==> src/rtl/brush_writer_pkg.sv <==
// Shared definitions for the brush writer slice.
// - Colour codes written into the framebuffer (decoded to RGB by the VGA scan path)
//   and the in_palette() validity check.
// - Framebuffer geometry defaults (H_RES, V_RES, ADDR_W) and the largest brush size.
// - Command field widths, the clipped-rectangle struct and the writer state enum.
// Optional feature macro: CLEAR_SCREEN_EN adds the CLEAR state.
package brush_writer_pkg;

    // Framebuffer geometry defaults
    localparam int unsigned H_RES_DEF    = 160;
    localparam int unsigned V_RES_DEF    = 120;
    localparam int unsigned ADDR_W_DEF   = 15;
    localparam int unsigned MAX_SIZE_DEF = 3;

    // Command field widths
    localparam int unsigned X_W     = 8;
    localparam int unsigned Y_W     = 7;
    localparam int unsigned COLOR_W = 3;
    localparam int unsigned SIZE_W  = 2;

    typedef logic [COLOR_W-1:0] color_t;

    // Colour codes; 3'd7 is deliberately left undefined
    localparam color_t COL_ERASE  = 3'd0;
    localparam color_t COL_RED    = 3'd1;
    localparam color_t COL_GREEN  = 3'd2;
    localparam color_t COL_BLUE   = 3'd3;
    localparam color_t COL_YELLOW = 3'd4;
    localparam color_t COL_PURPLE = 3'd5;
    localparam color_t COL_WHITE  = 3'd6;

    function automatic logic in_palette(color_t code);
        case (code)
            COL_ERASE, COL_RED, COL_GREEN, COL_BLUE,
            COL_YELLOW, COL_PURPLE, COL_WHITE: return 1'b1;
            default:                           return 1'b0;
        endcase
    endfunction

    // Inclusive clipped rectangle of a brush stroke
    typedef struct packed {
        logic [X_W-1:0] x0;
        logic [X_W-1:0] x1;
        logic [Y_W-1:0] y0;
        logic [Y_W-1:0] y1;
    } clip_t;

    typedef enum logic [1:0] {
        IDLE,
        PAINT
`ifdef CLEAR_SCREEN_EN
        , CLEAR
`endif
    } state_t;

endpackage

==> src/rtl/brush_writer_if.sv <==
// Brush command handshake bundle.
// - cmd_valid/cmd_ready: valid/ready handshake
// - cmd_x/cmd_y: brush centre, cmd_color: colour code, cmd_size: half-width
// - clear_req: full-screen erase request (only with CLEAR_SCREEN_EN)
// master = command source, slave = brush_writer.
interface brush_writer_if;
    import brush_writer_pkg::*;

    logic                cmd_valid;
    logic                cmd_ready;
    logic [X_W-1:0]      cmd_x;
    logic [Y_W-1:0]      cmd_y;
    color_t              cmd_color;
    logic [SIZE_W-1:0]   cmd_size;
`ifdef CLEAR_SCREEN_EN
    logic                clear_req;
`endif

    modport master (
`ifdef CLEAR_SCREEN_EN
        output clear_req,
`endif
        output cmd_valid, cmd_x, cmd_y, cmd_color, cmd_size,
        input  cmd_ready
    );

    modport slave (
`ifdef CLEAR_SCREEN_EN
        input  clear_req,
`endif
        input  cmd_valid, cmd_x, cmd_y, cmd_color, cmd_size,
        output cmd_ready
    );

endinterface

==> src/rtl/brush_writer_clip.sv <==
// brush_clip: combinational clip of a brush square against the framebuffer and
// the decision to drop an unpaintable command.
// Ports: x_i/y_i centre, size_i half-width, color_i code -> clip_o rectangle, drop_o.
module brush_clip
    import brush_writer_pkg::*;
#(
    parameter int unsigned H_RES    = H_RES_DEF,
    parameter int unsigned V_RES    = V_RES_DEF,
    parameter int unsigned MAX_SIZE = MAX_SIZE_DEF
) (
    input  logic [X_W-1:0]    x_i,
    input  logic [Y_W-1:0]    y_i,
    input  logic [SIZE_W-1:0] size_i,
    input  color_t            color_i,
    output clip_t             clip_o,
    output logic              drop_o
);

    // Two guard bits so centre-size cannot wrap and centre+size cannot overflow
    logic signed [X_W+1:0] x_lo;
    logic        [X_W+1:0] x_hi;
    logic signed [Y_W+1:0] y_lo;
    logic        [Y_W+1:0] y_hi;

    always_comb begin
        clip_o = '0;
        drop_o = 1'b0;

        x_lo = $signed({2'b00, x_i}) - $signed({{X_W{1'b0}}, size_i});
        x_hi = {2'b00, x_i} + {{X_W{1'b0}}, size_i};
        y_lo = $signed({2'b00, y_i}) - $signed({{Y_W{1'b0}}, size_i});
        y_hi = {2'b00, y_i} + {{Y_W{1'b0}}, size_i};

        clip_o.x0 = x_lo[X_W+1] ? '0 : X_W'(x_lo);
        clip_o.x1 = (x_hi > (X_W+2)'(H_RES - 1)) ? X_W'(H_RES - 1) : X_W'(x_hi);
        clip_o.y0 = y_lo[Y_W+1] ? '0 : Y_W'(y_lo);
        clip_o.y1 = (y_hi > (Y_W+2)'(V_RES - 1)) ? Y_W'(V_RES - 1) : Y_W'(y_hi);

        drop_o = ({2'b00, x_i} >= (X_W+2)'(H_RES)) ||
                 ({2'b00, y_i} >= (Y_W+2)'(V_RES)) ||
                 (32'(size_i) > MAX_SIZE)           ||
                 !in_palette(color_i);
    end

endmodule

==> src/rtl/brush_writer.sv <==
// brush_writer: rasterises brush-stroke commands into clipped squares and issues
// one framebuffer write per clock in raster order.
// Ports:
// - clk, reset      : clock, synchronous active-high reset
// - bus (slave)     : command handshake (brush_writer_if)
// - fb_we/fb_waddr/fb_wdata : registered framebuffer write port
// - busy            : high while painting or clearing
// Optional feature macro: CLEAR_SCREEN_EN (full-screen erase via bus.clear_req).
module brush_writer
    import brush_writer_pkg::*;
#(
    parameter int unsigned H_RES    = H_RES_DEF,
    parameter int unsigned V_RES    = V_RES_DEF,
    parameter int unsigned ADDR_W   = ADDR_W_DEF,
    parameter int unsigned MAX_SIZE = MAX_SIZE_DEF
) (
    input  logic              clk,
    input  logic              reset,
    brush_writer_if.slave     bus,
    output logic              fb_we,
    output logic [ADDR_W-1:0] fb_waddr,
    output color_t            fb_wdata,
    output logic              busy
);

    state_t            state_q;
    logic [X_W-1:0]    x_q, x0_q, x1_q;
    logic [Y_W-1:0]    y_q, y1_q;
    logic [ADDR_W-1:0] row_base_q;
    logic              fb_we_q;
    logic [ADDR_W-1:0] fb_waddr_q;
    color_t            fb_wdata_q;
    logic              busy_q;

    clip_t             clip_c;
    logic              drop_c;
    logic              accept_c;
    logic [ADDR_W-1:0] row_base_init_c;

    brush_clip #(
        .H_RES    (H_RES),
        .V_RES    (V_RES),
        .MAX_SIZE (MAX_SIZE)
    ) u_clip (
        .x_i     (bus.cmd_x),
        .y_i     (bus.cmd_y),
        .size_i  (bus.cmd_size),
        .color_i (bus.cmd_color),
        .clip_o  (clip_c),
        .drop_o  (drop_c)
    );

    // Ready only in IDLE outside reset; a pending clear takes priority over commands
    always_comb begin
        bus.cmd_ready = (state_q == IDLE) && !reset;
`ifdef CLEAR_SCREEN_EN
        if (bus.clear_req) begin
            bus.cmd_ready = 1'b0;
        end
`endif
    end

    assign accept_c        = bus.cmd_valid && bus.cmd_ready;
    // Only multiply in the design: one row-base per accepted command
    assign row_base_init_c = ADDR_W'(32'(clip_c.y0) * H_RES);

    // Writer FSM with registered write port
    always_ff @(posedge clk) begin
        if (reset) begin
            state_q    <= IDLE;
            x_q        <= '0;
            x0_q       <= '0;
            x1_q       <= '0;
            y_q        <= '0;
            y1_q       <= '0;
            row_base_q <= '0;
            fb_we_q    <= 1'b0;
            fb_waddr_q <= '0;
            fb_wdata_q <= '0;
            busy_q     <= 1'b0;
        end else begin
            case (state_q)
                IDLE: begin
                    fb_we_q <= 1'b0;
`ifdef CLEAR_SCREEN_EN
                    if (bus.clear_req) begin
                        state_q    <= CLEAR;
                        busy_q     <= 1'b1;
                        fb_we_q    <= 1'b1;
                        fb_waddr_q <= '0;
                        fb_wdata_q <= COL_ERASE;
                    end else
`endif
                    if (accept_c && !drop_c) begin
                        state_q    <= PAINT;
                        busy_q     <= 1'b1;
                        x_q        <= clip_c.x0;
                        x0_q       <= clip_c.x0;
                        x1_q       <= clip_c.x1;
                        y_q        <= clip_c.y0;
                        y1_q       <= clip_c.y1;
                        row_base_q <= row_base_init_c;
                        fb_we_q    <= 1'b1;
                        fb_waddr_q <= row_base_init_c + ADDR_W'(clip_c.x0);
                        fb_wdata_q <= bus.cmd_color;
                    end
                end

                // (x_q, y_q) is the pixel currently presented on the write port
                PAINT: begin
                    if (x_q == x1_q && y_q == y1_q) begin
                        state_q <= IDLE;
                        busy_q  <= 1'b0;
                        fb_we_q <= 1'b0;
                    end else if (x_q == x1_q) begin
                        x_q        <= x0_q;
                        y_q        <= y_q + Y_W'(1);
                        row_base_q <= row_base_q + ADDR_W'(H_RES);
                        fb_waddr_q <= row_base_q + ADDR_W'(H_RES) + ADDR_W'(x0_q);
                    end else begin
                        x_q        <= x_q + X_W'(1);
                        fb_waddr_q <= row_base_q + ADDR_W'(x_q + X_W'(1));
                    end
                end

`ifdef CLEAR_SCREEN_EN
                CLEAR: begin
                    if (fb_waddr_q == ADDR_W'(H_RES * V_RES - 1)) begin
                        state_q <= IDLE;
                        busy_q  <= 1'b0;
                        fb_we_q <= 1'b0;
                    end else begin
                        fb_waddr_q <= fb_waddr_q + ADDR_W'(1);
                    end
                end
`endif

                default: begin
                    state_q <= IDLE;
                    busy_q  <= 1'b0;
                    fb_we_q <= 1'b0;
                end
            endcase
        end
    end

    assign fb_we    = fb_we_q;
    assign fb_waddr = fb_waddr_q;
    assign fb_wdata = fb_wdata_q;
    assign busy     = busy_q;

endmodule

==> src/flat_wrapper.sv <==
// flat-port wrapper written by rule: the top's interface ports become plain ports
module brush_writer_flat import brush_writer_pkg::*;
#(
    parameter int unsigned H_RES    = H_RES_DEF,
    parameter int unsigned V_RES    = V_RES_DEF,
    parameter int unsigned ADDR_W   = ADDR_W_DEF,
    parameter int unsigned MAX_SIZE = MAX_SIZE_DEF
)
  (clk, reset, fb_we, fb_waddr, fb_wdata, busy, bus_cmd_valid, bus_cmd_x, bus_cmd_y, bus_cmd_color, bus_cmd_size, bus_cmd_ready);
  brush_writer_if bus_i ();
  input  logic clk;
  input  logic reset;
  output logic fb_we;
  output logic [ADDR_W-1:0] fb_waddr;
  output color_t fb_wdata;
  output logic busy;
  input wire logic [$bits(bus_i.cmd_valid)-1:0] bus_cmd_valid;
  input wire logic [$bits(bus_i.cmd_x)-1:0] bus_cmd_x;
  input wire logic [$bits(bus_i.cmd_y)-1:0] bus_cmd_y;
  input wire logic [$bits(bus_i.cmd_color)-1:0] bus_cmd_color;
  input wire logic [$bits(bus_i.cmd_size)-1:0] bus_cmd_size;
  output wire logic [$bits(bus_i.cmd_ready)-1:0] bus_cmd_ready;
  assign bus_i.cmd_valid = bus_cmd_valid;
  assign bus_i.cmd_x = bus_cmd_x;
  assign bus_i.cmd_y = bus_cmd_y;
  assign bus_i.cmd_color = bus_cmd_color;
  assign bus_i.cmd_size = bus_cmd_size;
  assign bus_cmd_ready = bus_i.cmd_ready;
  brush_writer #(.H_RES(H_RES), .V_RES(V_RES), .ADDR_W(ADDR_W), .MAX_SIZE(MAX_SIZE)) u_core (.clk(clk), .reset(reset), .bus(bus_i), .fb_we(fb_we), .fb_waddr(fb_waddr), .fb_wdata(fb_wdata), .busy(busy));
endmodule
==> config.mk <==
export PLATFORM = sky130hd
export DESIGN_NAME = brush_writer_flat
export DESIGN_NICKNAME = d
export VERILOG_FILES = /design/src/rtl/brush_writer_pkg.sv /design/src/rtl/brush_writer_if.sv /design/src/rtl/brush_writer_clip.sv /design/src/rtl/brush_writer.sv /design/src/flat_wrapper.sv
export SDC_FILE = /design/constraint.sdc
export NUM_CORES = 1
export LEC_CHECK = 0
export BUFFER_PORTS_ARGS = -buffer_cell sky130_fd_sc_hd__buf_2
export CORE_MARGIN = 2
export CORE_UTILIZATION = 30
export DETAILED_ROUTE_END_ITERATION = 6
export GPL_ROUTABILITY_DRIVEN = 0
export HOLD_SLACK_MARGIN = 0.03
export PLACE_DENSITY = 0.46
export SLEW_MARGIN = 0
export SYNTH_ARGS = -nofsm -noshare
export SYNTH_HDL_FRONTEND = slang
export SYNTH_SLANG_ARGS = --single-unit
==> constraint.sdc <==
create_clock -name clk -period 13.65 [get_ports clk]
set_input_delay 2.73 -clock clk [delete_from_list [all_inputs] [get_ports clk]]
set_output_delay 2.73 -clock clk [all_outputs]
set_load 0.01 [all_outputs]
==> summary.txt <==
Timing
  • Hold Vio Cnt, Final: 0
  • Slew Viols, Final: 0
  • Clock skew after layout: between 6 and 7 ps
  • Pin slew with the least headroom to its limit: 1080 ps
  • Rel. slew slack: 27.4%
  • Final setup viols: 0
  • Final Critical Period: 6770 ps
  • Fmax: 148 MHz
  • RSZ-0062 raised after global routing: no
  • Setup TNS: 0 ps
  • Final period utilization: 49.6%

Drt
  • Vias: roughly 4700
  • Iteration-0 DRC count of the detailed router: 341
  • Number of routed nets with antenna violations: 0
  • Vias per cell: 5.19
  • DR pass1 iterations: 5
  • DRT Wirelength: 15200 microns
  • Drt wl/cell: 16.7 microns
  • DR DRC count: 0

Logic synthesis
  • #FFs+latches synth: 67
  • Syn avg cell area: 7.84 sq um
  • Register area share after synthesis: 25.5%
  • Synth Instances: 670
  • Post-synth ARST share: 0%
  • Top cells by area, synth: dfxtp_1, ha_1, nor2_1
  • Synthesized Nets: 731
  • Number of enable flip-flop cells after synthesis: 0
  • Synth warn: 0
  • Dominant synthesized flop cell: dfxtp_1
  • Mapped cell area: 5260 sq um
  • Post-synth top area share: 25.5%
  • Unique masters post-synth: 71
  • Area leader, netlist: dfxtp_1

Floorplanning
  • FP Rows: 48
  • Initial Util: between 30% and 40%
  • Die Footprint: 18600 sq um
  • Core area: 17200 sq um
  • I/O Pins: between 40 and 50
  • Die W: 136 microns
  • Die Height: 136 microns

Global route
  • Total gr overflow: 0
  • Initial antenna violation count: 0
  • Largest net degree at the start of global routing: 70
  • Wire length of the first global-routing pass: 24800 microns
  • Global Route Usage Sum: 17.2%
  • Vias in the first global route: 4595

Min path
  • Worst hold stages: 2
  • Hold Path Class: flop to flop

Setup path
  • CP Launch Type: input pin
  • Critical path endpoint category: flop
  • WS Path Type: input pin to flop
  • Critical Path RT: 13910 ps
  • Worst-path maximum fanout: 7
  • Critical Path AT: 7030 ps
  • Worst R2R Path Depth: 12

Clocking
  • CTS Hold Bufs: 0
  • TritonCTS sink count: 67
  • TritonCTS clock tree: built
  • Post-CTS setup buffer count: 0
  • Cts bufs inserted: 9
  • Maximum level of the CTS H-tree: 3
  • Root buffer cell: clkbuf_16
  • Clock buffer depth: 2
  • Reg clk slew, reported paths: ~60 ps
  • Post_cts resized: 0
  • Worst-Skew Late Latency: 350 ps

Layout
  • Ant diodes: 0
  • Nets: 743
  • Design area: 5850 sq um
  • Area growth syn-to-layout: 11.3%
  • Layout cell share with drive strength beyond 1: about an eighth
  • Final core occ: 33.9%
  • Number of fill cells in the layout: 1839

Place
  • Placed inst area: around 5600 sq um
  • Post-DP HPWL: 10900 microns
  • Port buffer count: 43

Pwr
  • Pleak: 2.26 nW
  • Overall Power: 0.935 mW
  • Peak VDD IR: 0.0692 mV
  • Power density over the cells: 160 nW/um^2

Run status
  • Status: completed

Run
  • Max Cap Viol: 0
## critical path, stage by stage
cell	delay [ps]
buf_2	220
inv_1	90
ha_1	310
nand2b_1	90
nand2_1	90
nor4_2	230
nor3b_1	550
or2_2	240
inv_1	60
ha_1	270
ha_1	170
inv_1	60
fa_1	390
nand2b_1	160
a21oi_1	200
xor2_1	340
nand3_1	120
o311ai_1	270
o311ai_1	170
a221oi_2	280
## metrics by stage
stage	hold WS (ps)	std cells	worst slack, ps
finish	458	911	6880
global route	476	911	6280
CTS	462	911	6880
detailed placement	453	896	6550
global placement	444	896	6660
floorplan	434	670	7310
## state kept, by name, summed over array words and instances (netlist names)
signal and flops:
u_core.fb_waddr 14, u_core.row_base_q 10, u_core.x0_q 8, u_core.x1_q 8
u_core.x_q 8, u_core.y1_q 7, u_core.y_q 7, u_core.fb_wdata 3
u_core.busy 1, u_core.fb_we 1
## routing by layer
metal	wire length [microns]	up-vias	track usage (%)
met5	0	-	0
met4	268	0	5.73
met3	722	17	3.39
met2	6780	116	26.9
met1	7430	2222	23.7
li1	-	2377	-
## cell type report
type / count / area, sq um / area share (%)
clock buffer: 12 / 236 / 4.04
clock inverter: 3 / 40.0 / 0.684
inverter: 23 / 86.3 / 1.48
multi-input combinational: 531 / 3600 / 61.5
sequential: 67 / 1340 / 22.9
tap: 225 / 282 / 4.81
timing repair buffer: 50 / 268 / 4.58
## synthesized netlist by cell type (7+ instances only)
master and number:
a211oi_1 29, a21o_1 7, a21oi_1 38, buf_2 27, clkbuf_1 17, dfxtp_1 67, ha_1 32, inv_1 23
nand2_1 54, nand2b_1 9, nand3_1 17, nand4_1 8, nor2_1 89, nor3_1 31, o21ai_0 24, o21ai_1 7
xnor2_1 34, xor2_1 33
## power by group
| part | total, mW | internal (mW) | leakage, nW | switching [mW] |
|---|---|---|---|---|
| registers | 0.284 | 0.236 | 0.548 | 0.0481 |
| logic | 0.422 | 0.162 | 1.57 | 0.259 |
| clock network | 0.229 | 0.140 | 0.136 | 0.0892 |
| total | 0.935 | 0.538 | 2.26 | 0.397 |
## final timing paths
path,from,endpoint,slack [ps]
worst min-delay path,u_core.x0_q[3]$_SDFFE_PP0P_,u_core.x0_q[3]$_SDFFE_PP0P_,460
worst min register to register,u_core.x0_q[3]$_SDFFE_PP0P_,u_core.x0_q[3]$_SDFFE_PP0P_,460
worst max register to register,u_core.x_q[2]$_SDFFE_PP0P_,u_core.fb_waddr[14]$_SDFFE_PP0P_,10230
worst max-delay path,bus_cmd_size[1],u_core.fb_waddr[14]$_SDFFE_PP0P_,6880
## cell usage in the layout (no fill, tap or decap), types with 3 or more instances in the layout
cell type   n
clkbuf_16   9
nand4_1     8
nor2b_1     4
a21oi_1    38
a211oi_1   29
dfxtp_1    67
o211ai_1    5
a221oi_1    3
buf_4       7
o21ai_0    24
ha_1       32
nor3_1     31
inv_1      23
nand2_1    54
and3_1      5
o31ai_1     3
nand3_1    17
nor3b_1     5
or2_2       4
o21ai_1     7
o21a_1      3
and2_1      6
buf_2      43
mux2i_1     5
xor2_1     33
fa_1        6
or3_1       4
clkbuf_1    3
a22oi_1     6
nand3b_1    5
nor2_1     89
a222oi_1    6
nand2b_1    9
a21boi_0    3
a21o_1      7
mux2_2      3
xnor2_1    34
## cell families (layout without fill, tap and decap cells)
family	count (synthesis)	count (layout)	synth area share [%]
other cells	1	1	0.0714
buf+inv	72	88	6.05
flops	67	67	25.5
compound gates	157	157	20.7
mux	9	9	1.86
fa+ha+maj	38	38	9.90
xor+xnor	68	68	11.5
simple gates	258	258	24.4
(Power assumes the default switching activity.)
